$ cat src/rtl/traffic_phase_arbiter.sv
// Sensor-driven NS/EW right-of-way scheduler: min/max green, yellow and all-red clearance,
// all timed in ticks of an external strobe. Lights, demands and phase pulse are registered.
module traffic_phase_arbiter #(
    parameter int unsigned MIN_GREEN = 5,
    parameter int unsigned MAX_GREEN = 20,
    parameter int unsigned YELLOW    = 3,
    parameter int unsigned ALL_RED   = 1,
    parameter int unsigned CNT_W     = 5
) (
    input  logic       i_clk,
    input  logic       i_reset,
    input  logic       i_tick,
    input  logic       i_carNS,
    input  logic       i_carEW,
    output logic [2:0] o_NSlights,
    output logic [2:0] o_EWlights,
    output logic       o_demandNS,
    output logic       o_demandEW,
    output logic       o_phaseChange
);

    typedef enum logic [2:0] {
        StNsGrn, StNsYel, StRedToEw, StEwGrn, StEwYel, StRedToNs
    } state_t;

    localparam logic [CNT_W:0] L_MIN = MIN_GREEN[CNT_W:0];
    localparam logic [CNT_W:0] L_MAX = MAX_GREEN[CNT_W:0];
    localparam logic [CNT_W:0] L_YEL = YELLOW[CNT_W:0];
    localparam logic [CNT_W:0] L_RED = ALL_RED[CNT_W:0];

    state_t           r_state;
    logic [CNT_W-1:0] r_timer;
    logic [2:0]       r_nsLights;
    logic [2:0]       r_ewLights;
    logic             r_demandNS;
    logic             r_demandEW;
    logic             r_phaseChange;

    state_t           w_state_next;
    state_t           w_succ;
    logic [CNT_W:0]   w_elapsed;
    logic [CNT_W-1:0] w_timer_sat;
    logic             w_setNS;
    logic             w_setEW;
    logic             w_oppNS;
    logic             w_oppEW;
    logic             w_go;

    // Packed {ns, ew}; each field is {red, yellow, green}.
    function automatic logic [5:0] lights_of(input state_t s);
        unique case (s)
            StNsGrn: lights_of = {3'b001, 3'b100};
            StNsYel: lights_of = {3'b010, 3'b100};
            StEwGrn: lights_of = {3'b100, 3'b001};
            StEwYel: lights_of = {3'b100, 3'b010};
            default: lights_of = {3'b100, 3'b100};
        endcase
    endfunction

    always_comb begin
        w_setNS     = i_carNS && (r_state != StNsGrn);
        w_setEW     = i_carEW && (r_state != StEwGrn);
        // A request latched this very cycle already counts for this tick's decision.
        w_oppEW     = r_demandEW || w_setEW;
        w_oppNS     = r_demandNS || w_setNS;
        w_elapsed   = {1'b0, r_timer} + {{CNT_W{1'b0}}, 1'b1};
        w_timer_sat = (w_elapsed > L_MAX) ? L_MAX[CNT_W-1:0] : w_elapsed[CNT_W-1:0];

        w_go = 1'b0;
        if (i_tick) begin
            unique case (r_state)
                StNsGrn: w_go = ((w_elapsed >= L_MIN) && w_oppEW && !i_carNS) ||
                                ((w_elapsed >= L_MAX) && w_oppEW);
                StEwGrn: w_go = ((w_elapsed >= L_MIN) && w_oppNS && !i_carEW) ||
                                ((w_elapsed >= L_MAX) && w_oppNS);
                StNsYel, StEwYel:     w_go = (w_elapsed == L_YEL);
                StRedToEw, StRedToNs: w_go = (w_elapsed == L_RED);
                default:              w_go = 1'b0;
            endcase
        end

        unique case (r_state)
            StNsGrn:   w_succ = StNsYel;
            StNsYel:   w_succ = StRedToEw;
            StRedToEw: w_succ = StEwGrn;
            StEwGrn:   w_succ = StEwYel;
            StEwYel:   w_succ = StRedToNs;
            default:   w_succ = StNsGrn;
        endcase
        w_state_next = w_go ? w_succ : r_state;
    end

    always_ff @(posedge i_clk) begin
        if (i_reset) begin
            r_state       <= StNsGrn;
            r_timer       <= '0;
            r_nsLights    <= 3'b001;
            r_ewLights    <= 3'b100;
            r_demandNS    <= 1'b0;
            r_demandEW    <= 1'b0;
            r_phaseChange <= 1'b0;
        end else begin
            if (i_tick) begin
                r_timer <= w_go ? '0 : w_timer_sat;
            end
            r_state                    <= w_state_next;
            {r_nsLights, r_ewLights}   <= lights_of(w_state_next);
            r_phaseChange              <= w_go;
            // Entering a direction's green serves its request, so clear beats set.
            r_demandNS <= (w_go && (w_state_next == StNsGrn)) ? 1'b0 : (r_demandNS || w_setNS);
            r_demandEW <= (w_go && (w_state_next == StEwGrn)) ? 1'b0 : (r_demandEW || w_setEW);
        end
    end

    assign o_NSlights    = r_nsLights;
    assign o_EWlights    = r_ewLights;
    assign o_demandNS    = r_demandNS;
    assign o_demandEW    = r_demandEW;
    assign o_phaseChange = r_phaseChange;

endmodule

$ cat config.mk
export PLATFORM = sky130hd
export DESIGN_NAME = traffic_phase_arbiter
export DESIGN_NICKNAME = d
export VERILOG_FILES = /design/src/rtl/traffic_phase_arbiter.sv
export SDC_FILE = /design/constraint.sdc
export NUM_CORES = 1
export LEC_CHECK = 0
export BUFFER_PORTS_ARGS = -buffer_cell sky130_fd_sc_hd__buf_2
export CAP_MARGIN = 15
export CORE_UTILIZATION = 51
export CTS_BUF_LIST = sky130_fd_sc_hd__clkbuf_16
export CTS_CLUSTER_DIAMETER = 60
export DETAILED_ROUTE_END_ITERATION = 12
export PLACE_DENSITY = 0.76
export RECOVER_POWER = 25
export SLEW_MARGIN = 20
export SYNTH_ARGS = -nofsm -noshare
export SYNTH_HDL_FRONTEND = slang
export SYNTH_SLANG_ARGS = --single-unit
$ cat constraint.sdc
create_clock -name i_clk -period 2.4 [get_ports i_clk]
set_input_delay 0.48 -clock i_clk [delete_from_list [all_inputs] [get_ports i_clk]]
set_output_delay 0.48 -clock i_clk [all_outputs]
set_load 0.005 [all_outputs]
==> impl_metrics.json <==
{
  "status": "finished clean",
  "static-leakage-power_nw": 0.552,
  "power_density_nw_per_um2": 515,
  "pin_count_of_the_biggest_net_entering_global_routing": 19,
  "fin_nets": 158,
  "die_area_um2": 2380,
  "numCtsBuffers": 3,
  "synth_seq_area_share": 0.305,
  "post-place-cells": 169,
  "grt_pass1_wl_um": 4400,
  "num_antenna_cells": 0,
  "clock_tree.htree_level_count": 1,
  "fin_cells": 176,
  "post_synth.cell_area_avg_um2": 8.59,
  "tritoncts_num_sinks": 17,
  "drcViolationCount": 0,
  "synthesis.instances": 130,
  "multi_input_comb_area_um2": 701,
  "synthFlopType": "sky130_fd_sc_hd__dfxtp_1",
  "grt.overflow.total": 0,
  "grt_pass1_vias": 998,
  "edff_count_synth": 0,
  "cts.root.buffer_cell": "sky130_fd_sc_hd__clkbuf_16",
  "dp.final_hpwl_um": 1810,
  "register_area_um2": 340,
  "total_power_mw": 0.687,
  "row_count": 16,
  "routedWlPerCell_um": 15.2,
  "floorplan.die.width_um": 48.8,
  "viasPerCell": 6.09,
  "mostFrequentLayoutCells": "17 x sky130_fd_sc_hd__dfxtp_1, 14 x sky130_fd_sc_hd__nor2_1, 13 x sky130_fd_sc_hd__buf_4, 10 x sky130_fd_sc_hd__buf_2, 8 x sky130_fd_sc_hd__nand2_1",
  "detail_route.first_pass.iterations": 4,
  "synthesis_stage_register_bit_count": 17,
  "slew_headroom": 0.694,
  "totalNegativeSetupSlack_ns": 0,
  "timing.fmax_mhz": 429,
  "end_kind": "flop",
  "fin_hold_ws_ns": 0.536,
  "synth-simple-area-share": 0.245,
  "timing_max_transition_violations_final": 0,
  "clk_transition_reported_paths_ns": 0.05,
  "final-setup-viol-count": 0,
  "post_synth_xor_area_fraction": 0.00784,
  "layout-drive-gt1-share": 0.275,
  "cp_data_required_time_ns": 2.53,
  "preCtsSetupSlack_ns": 0.0198,
  "fraction_of_registers_with_async_set_reset": 0,
  "synth_fp_nets": 138,
  "dr.first_iter.drc_count": 57,
  "die_h_um": 48.8,
  "critical_path.max_fanout": 9,
  "portBuffers": 13,
  "crit_slowest_cell": "sky130_fd_sc_hd__a311o_2",
  "ant_nets": 0,
  "crit_family": "compound AO/OA/AOI/OAI gates",
  "synth-adder-area-share": 0.0336,
  "clock_tree.buffer_depth": 2,
  "hold_buffers": 0,
  "worstSetupStartpointType": "flop",
  "cts_tree": "built",
  "globalplace.congestion": 0.864,
  "timing_worst_slew_pin_value_ns": 0.459,
  "starting_density_of_the_core": 0.558,
  "hp-class": "reg2reg",
  "dominant_combinational_cell_family_by_area_after_synthesis": "compound AO/OA/AOI/OAI gates",
  "antenna_found_initial": 0,
  "slowest_delay_ns": 0.45,
  "grtUsageTotal": 0.237,
  "timing.final.hold_violations": 0,
  "fin_worst_skew_ns": 0.00221,
  "mappedNetlistArea_um2": 1120,
  "n_fill_cell": 164,
  "area.growth.synth_to_final_pct": 19.5,
  "final_period_util": 0.972,
  "post_synth_mux_area_share": 0.0381,
  "timing.setup.critical_path_class": "reg2reg",
  "worstSkewPairLatency_ns": 0.25,
  "routed_wl_um": 2670,
  "final.min_clock_period_ns": 2.33,
  "final_common_cell": "sky130_fd_sc_hd__dfxtp_1",
  "layout_setup_ws_ns": 0.0673,
  "ir_worst_vdd_v": 0.000363,
  "core_um2": 2000,
  "routed-via-count": 1072,
  "worstPathArrival_ns": 2.47,
  "drv_cap": 0,
  "synth_warnings": 0,
  "yosysUniqueCellTypes": 49,
  "critical_path.cell_chain": "ha_2, nor2b_2, a221o_2, nand2b_1, a311o_2, a2111oi_4, mux2_1",
  "boundaryPins": 14,
  "crit_buf_inv": 0,
  "synth_compound_area_frac": 0.287
}
[report_power, final]
part	switching, mW	leakage (nW)	internal (mW)
sequential	0.00348	0.138	0.287
combinational	0.0396	0.372	0.0283
clock	0.107	0.0423	0.221
[cells by family after synthesis]
kind of cell,Yosys count
simple gates,52
mux,4
fa+ha+maj,3
xor+xnor,1
compound gates,36
flops,17
buf+inv,17
[state kept, by name, summed over array words and instances, names as in the netlist]
signal,cells
r_timer,5
o_EWlights,3
o_NSlights,3
r_state,3
o_demandEW,1
o_demandNS,1
o_phaseChange,1
[through the flow]
stage	cell area, µm²	util
final	1340	0.667
after global routing	1340	0.667
after CTS	1300	0.649
after detailed placement	1220	0.609
after global placement	1220	0.609
after floorplan	1120	-
[area by class of cell]
type                    count  area share
clock buffers               3      0.0562
clock inverters             1     0.00281
inverters                   6      0.0169
multi-input cells          96       0.525
flip-flops and latches     17       0.255
well taps                  27      0.0253
repair buffers             26       0.119
[worst min-delay path: cells and delay by family, from the launching register on]
kind / cells / cell delay, ns
flops: 1 / 0.32
compound gates: 2 / 0.17
[synth_stat cells, drive strengths merged, types with 3 or more instances]
cell | n | area, µm²
o21ai | 3 | 15.0
nor3 | 4 | 20.0
clkbuf | 5 | 18.8
dfxtp | 17 | 340
a21oi | 7 | 46.3
nand3 | 4 | 20.0
buf | 6 | 52.6
nand2b | 3 | 18.8
nor2b | 6 | 37.5
ha | 3 | 37.5
a31oi | 3 | 18.8
a32oi | 3 | 26.3
nand2 | 9 | 36.3
nor2 | 14 | 52.6
inv | 6 | 22.5
[per-layer routing]
layer	vias up	track usage	routed length, µm
li1	514	-	-
met1	497	0.298	1100
met2	58	0.380	1300
met3	3	0.0405	238
met4	0	0.137	30
met5	-	0	0
[path summary, 6_finish.rpt]
check             cells past startpoint                    end  slack (ns)                     from
setup / recovery                      7  r_state[1]$_SDFF_PP0_        0.07  r_timer[0]$_SDFFE_PP0P_
hold / removal                        2  o_demandEW$_SDFF_PP0_        0.54    o_demandEW$_SDFF_PP0_
setup reg to reg                      7  r_state[1]$_SDFF_PP0_        0.07  r_timer[0]$_SDFFE_PP0P_
hold reg to reg                       2  o_demandEW$_SDFF_PP0_        0.54    o_demandEW$_SDFF_PP0_
[timing repair]
| item | 4_1_cts | 5_1_grt |
|---|---|---|
| gates resized for setup | 0 | 3 |
| endpoints found under the setup margin | 0 | 10 |
| endpoints found under the hold margin | 0 | 0 |
| buffers inserted | 0 | 3 |
No activity file was read; power rests on OpenSTA's default activity.
